<file path="src/rtl/mem_handshake_bridge.sv">
// mem_handshake_bridge: bridges the multicycle CPU memory port to a req/ack external memory.
// Defining MEM_WRITE_BUFFER_EN adds a one-entry posted-write buffer (DRAIN state).
module mem_handshake_bridge #(
   parameter int          TIMEOUT = 255,
   parameter logic [31:0] ERRDATA = 32'hDEADBEEF
) (
   input  logic        clk,
   input  logic        reset,
   input  logic        memread,
   input  logic        memwrite,
   input  logic [31:0] adr,
   input  logic [31:0] writedata,
   output logic [31:0] readdata,
   output logic        stall,
   output logic        buserr,
   output logic        mreq,
   output logic        mwe,
   output logic [31:0] maddr,
   output logic [31:0] mwdata,
   input  logic [31:0] mrdata,
   input  logic        mack
);

   typedef enum logic [1:0] {
      IDLE  = 2'd0,
      WAIT  = 2'd1,
      DONE  = 2'd2
`ifdef MEM_WRITE_BUFFER_EN
      , DRAIN = 2'd3
`endif
   } state_t;

   // Last counter value before the access is abandoned; mreq stays high TIMEOUT cycles.
   localparam logic [7:0] TLAST = 8'(TIMEOUT - 1);

   state_t      state_r;
   state_t      state_nxt_s;
   logic        issue_s;
   logic        ack_s;
   logic        tout_s;
   logic        stall_s;
   logic [7:0]  cnt_r;
   logic        mreq_r;
   logic        mwe_r;
   logic        buserr_r;
   logic [31:0] maddr_r;
   logic [31:0] mwdata_r;
   logic [31:0] readdata_r;

   // Next-state, stall and access-event decode
   always_comb begin
      state_nxt_s = state_r;
      stall_s     = 1'b0;
      issue_s     = 1'b0;
      ack_s       = 1'b0;
      tout_s      = 1'b0;
      case (state_r)
         IDLE: begin
            if (memwrite) begin
               issue_s = 1'b1;
`ifdef MEM_WRITE_BUFFER_EN
               stall_s     = 1'b0;
               state_nxt_s = DRAIN;
`else
               stall_s     = 1'b1;
               state_nxt_s = WAIT;
`endif
            end else if (memread) begin
               issue_s     = 1'b1;
               stall_s     = 1'b1;
               state_nxt_s = WAIT;
            end else begin
               state_nxt_s = IDLE;
            end
         end
         WAIT: begin
            stall_s = 1'b1;
            if (mack) begin
               ack_s       = 1'b1;
               state_nxt_s = DONE;
            end else if (cnt_r == TLAST) begin
               tout_s      = 1'b1;
               state_nxt_s = DONE;
            end else begin
               state_nxt_s = WAIT;
            end
         end
         DONE: begin
            state_nxt_s = IDLE;
         end
`ifdef MEM_WRITE_BUFFER_EN
         DRAIN: begin
            // A new request must wait for the posted write; it is re-sampled in IDLE.
            stall_s = memread | memwrite;
            if (mack) begin
               ack_s       = 1'b1;
               state_nxt_s = IDLE;
            end else if (cnt_r == TLAST) begin
               tout_s      = 1'b1;
               state_nxt_s = IDLE;
            end else begin
               state_nxt_s = DRAIN;
            end
         end
`endif
         default: begin
            state_nxt_s = IDLE;
         end
      endcase
   end

   // State register
   always_ff @(posedge clk or posedge reset) begin
      if (reset) begin
         state_r <= IDLE;
      end else begin
         state_r <= state_nxt_s;
      end
   end

   // External bus, timeout counter and read-result registers
   always_ff @(posedge clk or posedge reset) begin
      if (reset) begin
         mreq_r     <= 1'b0;
         mwe_r      <= 1'b0;
         maddr_r    <= 32'd0;
         mwdata_r   <= 32'd0;
         readdata_r <= 32'd0;
         buserr_r   <= 1'b0;
         cnt_r      <= 8'd0;
      end else if (issue_s) begin
         mreq_r   <= 1'b1;
         mwe_r    <= memwrite;
         maddr_r  <= adr;
         mwdata_r <= writedata;
         cnt_r    <= 8'd0;
      end else if (ack_s) begin
         mreq_r <= 1'b0;
         if (!mwe_r) begin
            readdata_r <= mrdata;
         end
      end else if (tout_s) begin
         mreq_r   <= 1'b0;
         buserr_r <= 1'b1;
         if (!mwe_r) begin
            readdata_r <= ERRDATA;
         end
      end else if (mreq_r) begin
         cnt_r <= cnt_r + 8'd1;
      end
   end

   assign stall    = stall_s & ~reset;
   assign mreq     = mreq_r;
   assign mwe      = mwe_r;
   assign maddr    = maddr_r;
   assign mwdata   = mwdata_r;
   assign readdata = readdata_r;
   assign buserr   = buserr_r;

endmodule

</file>
<file path="config.mk">
export PLATFORM = sky130hd
export DESIGN_NAME = mem_handshake_bridge
export DESIGN_NICKNAME = d
export VERILOG_FILES = /design/src/rtl/mem_handshake_bridge.sv
export SDC_FILE = /design/constraint.sdc
export NUM_CORES = 1
export LEC_CHECK = 0
export ABC_AREA = 1
export CAP_MARGIN = 20
export CORE_ASPECT_RATIO = 1.4
export CORE_MARGIN = 1.5
export CORE_UTILIZATION = 45
export DETAILED_ROUTE_END_ITERATION = 6
export GPL_TIMING_DRIVEN = 0
export PLACE_DENSITY = 0.88
export SKIP_LAST_GASP = 1
export SYNTH_ARGS = -nofsm -noshare
export SYNTH_HDL_FRONTEND = slang
export SYNTH_SLANG_ARGS = --single-unit
</file>
<file path="constraint.sdc">
create_clock -name clk -period 4.85 [get_ports clk]
set_input_delay 0.485 -clock clk [delete_from_list [all_inputs] [get_ports clk]]
set_output_delay 0.485 -clock clk [all_outputs]
set_load 0.03 [all_outputs]
</file>
# Yosys cells after proc, flatten, opt, wreduce, memory -nomap -nowiden
# Index checks and enable logic that the tools add are counted.
[op_classes] eq_ne=4 bitwise=5 add_sub_neg=1 reduce_logical=7 n_mux=25
[op_table] op="2-to-1 mux 32 bit" n=4
[op_table] op="2-to-1 mux 8 bit" n=4
[op_table] op="2-to-1 mux 1 bit" n=13
[op_table] op="AND reduction 3 bit" n=3
[op_table] op="adder 8 x 1 -> 8 bit (second input constant)" n=1
[op_table] op="== test 8 bit (second input constant)" n=1
[op_table] op="2-to-1 mux 2 bit" n=2
[op_table] op="!= test 2 bit (second input constant)" n=2
[op_table] op="NOT 1 bit" n=4
[op_table] op="one-hot mux 2 bit (2 select lines)" n=1
[op_table] op="nonzero test 2 bit" n=2
[op_table] op="nonzero test 3 bit" n=1
[op_table] op="== test 2 x 1 -> 1 bit (second input constant)" n=1
[op_table] op="zero test 2 bit" n=1
[op_table] op="one-hot mux 1 bit (2 select lines)" n=1
[op_table] op="AND 1 bit" n=1
[totals] register_bits=109 inputBits=101 elab_cells=50

# Logic depth before layout (Yosys ltp)
[logic_depth] word_depth=7 ltp_mapped=11

# Worst setup path after synthesis
# OpenSTA, ideal clock, no wires.
[synth_path] path_type="input to output" start="input memwrite" end="output stall" n_path_buf=2 cell_stages=6 slack_ps=2791 t_arrival_ps=1574 cell_sequence="inv_1 -> nand2_1 -> nand2_1 -> buf_2 -> buf_2 -> a21oi_1"
[synth_between] elab_chain_cells=3
[synth_lines] element="start, declared" line="10" rtl="input logic memwrite,"
[synth_lines] element="2-to-1 mux 1 bit" line="59" rtl="if (memwrite) begin"
[synth_lines] element="one-hot mux 1 bit (2 select lines)" line="57" rtl="case (state_r)"
[synth_lines] element="AND 1 bit" line="153" rtl="assign stall = stall_s & ~reset;"
[synth_lines] element="end, declared" line="14" rtl="output logic stall,"
# No other way between the ends.

# Worst setup path after layout
[layout_path] start="input memread" end="output stall"
[layout_between] elab_chain_cells=4
[layout_lines] element="start, declared" line="9" rtl="input logic memread,"
[layout_lines] element="2-to-1 mux 1 bit" line="68" rtl="end else if (memread) begin"
[layout_lines] element="2-to-1 mux 1 bit" line="59"
[layout_lines] element="one-hot mux 1 bit (2 select lines)" line="57"
[layout_lines] element="AND 1 bit" line="153"
# No other way between the ends.

==> results.cfg <==
[cts]
cts_tree = done
postCtsHoldBufs = 0
cts_buffers = 9
cts_buffer_depth = 2
cts_setup_buffers = 0
h-tree-depth = 3
clkLatencyLatePin_ps = 350
cts_root_buf = clkbuf_16
clkTransAtPathRegs_ps = 70
clock_sinks = 109
ctsResizeCount = 0

[critical_path]
rr_worst_depth = 11
critPathRequiredTime_ps = 4370
worstSetupEndpointType = output pin
r2r-start = cnt_r[0]
reg2reg_to = readdata[21]
critPathLaunchType = input port
r2r_slack_ps = 3160
worstPathArrival_ps = 2620
path_class = in2out
cp_max_fo = 10

[min_path]
worstHoldEndpoint = readdata[4]
hp-class = reg2reg
hold_depth = 2
min_from = readdata[4]

[sta]
fin_hold_ws_ps = 473
setup_tns_ps = 0
worst_slew_pin_slew_ps = 680
setup_ws_ps = 1740
final-setup-viol-count = 0
slew_violations = 0
report.final.hold_viol_count = 0
skew_ps = 10.6
final.min_clock_period_ps = 3110
rsz0062_at_grt = false
relSlewSlack_pct = 54.6
fmax_mhz = 322
timing.final.crit_share_pct = 64.1

[detailed_routing]
dr_total_vias = 4146
drtIter0Drc = 206
routedWlPerCell_um = 14.7
routed_via_density = 4.80
drc = 0
wirelength_um = 12700
dr.pass1.iters = 4
ant_nets = 0

[outcome]
status = complete, no violations

[yosys]
synth_area_per_cell_sq_um = 8.83
synth_seq_cells = 109
post_synth_and_or_nand_nor_area_fraction_pct = 29.7
syn-num-nets = 616
syn_area_sq_um = 4530
synth_compound_area_share_pct = 4.91
yosys.area_share.adder_pct = 0.552
synth_xor_area_share_pct = 0.387
synth_top_family_by_area = simple AND/OR/NAND/NOR gates
ys_warn_count = 0
ys_types = 27
synth_cells = 513
muxShareOfSynthArea_pct = 0
synth-seq-area-share_pct = 60.2

[floorplan]
fp-row-count = 43
die_area_sq_um = 10700
start_util_pct = 46.0
core_area_sq_um = 9850
die_h_um = 122
die_w_um = 87.8
io_pins = 201

[placement]
gp_congestion = 0.837
io_buffer_count = 200
dp_slack_ps = 1690
dp_hpwl_um = 9440

[global_route]
antenna_found_initial = 0
grt_usage_pct = 24.1
grt_max_degree = 58
grt_pass1_wl_um = 19900
grt_pass1_vias = 4297
grt-ovfl-total = 0

[flow_run]
maxCapViolations = 0

[power]
vdd_drop_max_mv = 0.424
powerDensity_nw_per_um2 = 713
fin_total_pwr_mw = 5.00
p_leak_nw = 3.41

[final_layout]
area_growth_pct = 54.8
drive_gt1_share_pct = 9.74
utilization_pct = 71.2
fin_nets = 828
num_antenna_cells = 0
[metal layers]
layer | vias to the layer above | GRT usage [%] | part of all wire, %
li1 | 1994 | - | -
met1 | 1947 | 27.3 | 38
met2 | 170 | 41.8 | 52
met3 | 35 | 5.15 | 6.6
met4 | 0 | 12.7 | 3.6
met5 | - | 0 | 0
[through the flow]
stage          instance area, sq um  cells
2_1_floorplan                  4530    513
3_3_place_gp                   6700    848
3_5_place_dp                   6730    849
4_1_cts                        7010    864
5_1_grt                        7010    864
6_report                       7010    864
[state kept, by name, summed over array words and instances (netlist names)]
name	cells
buserr	1
cnt_r	8
maddr	32
mreq	1
mwdata	32
mwe	1
readdata	32
state_r	2
[cell families after synthesis]
family          Yosys count
compound gates           31
fa+ha+maj                 2
simple gates            331
flops                   109
xor+xnor                  2
buf+inv                  38
[Yosys cell counts (all sizes together)]
library cell	n	area [sq um]
ha	2	25.0
nand3b	1	7.51
nor3	1	5.00
clkbuf	4	15.0
nor2	38	176
a21oi	5	40.0
nand3	16	85.1
buf	18	120
or2	1	6.26
xor2	2	17.5
dfrtp	109	2730
inv	16	60.1
o21ai	26	183
nand2	274	1060
[final cells by class]
cell class	instances	area (sq um)
well taps	135	169
repair buffers	201	2030
clock inverters	5	52.6
plain buffers	22	135
fillers	749	2830
inverters	16	62.6
clock buffers	10	229
multi-input cells	366	1610
flip-flops and latches	109	2730
[critical path, cell delays in order]
cell and delay [ps]:
clkdlybuf4s50_1 500, inv_1 50, nand2_1 120, nand2_1 150, buf_2 240, buf_2 220, a21oi_1 150, clkdlybuf4s50_1 710
[where the power goes]
part           total [mW]  switching (mW)  internal, mW  leakage, nW
combinational        2.70            1.65          1.06         1.93
sequential           1.58           0.250          1.33         1.34
clock               0.716           0.320         0.395        0.138
[worst max path at each step]
stage	from	end	slack [ps]
floorplan	reset	buserr	1490
detailed placement	memread	stall	1690
global placement	reset	maddr[8]	30
finish	memread	stall	1740
CTS	memread	stall	1680
global route	memread	stall	1610
[cell usage in the layout, fill, tap and decap left out, types with 2 or more instances in the layout]
cell type	Yosys	layout
inv_1	12	11
buf_6	5	5
o21ai_2	14	14
clkbuf_1	4	5
clkinv_2	0	3
clkdlybuf4s50_1	0	200
xor2_1	2	2
nand2_2	11	11
nand3_1	15	15
clkbuf_16	0	9
ha_1	2	2
o21ai_1	6	6
nor2_4	2	2
nor2_1	34	34
buf_2	12	12
inv_2	4	4
o21ai_0	6	6
nand2_1	262	262
dfrtp_1	109	109
a21oi_1	3	3
Power figures use the tool's default switching activity.
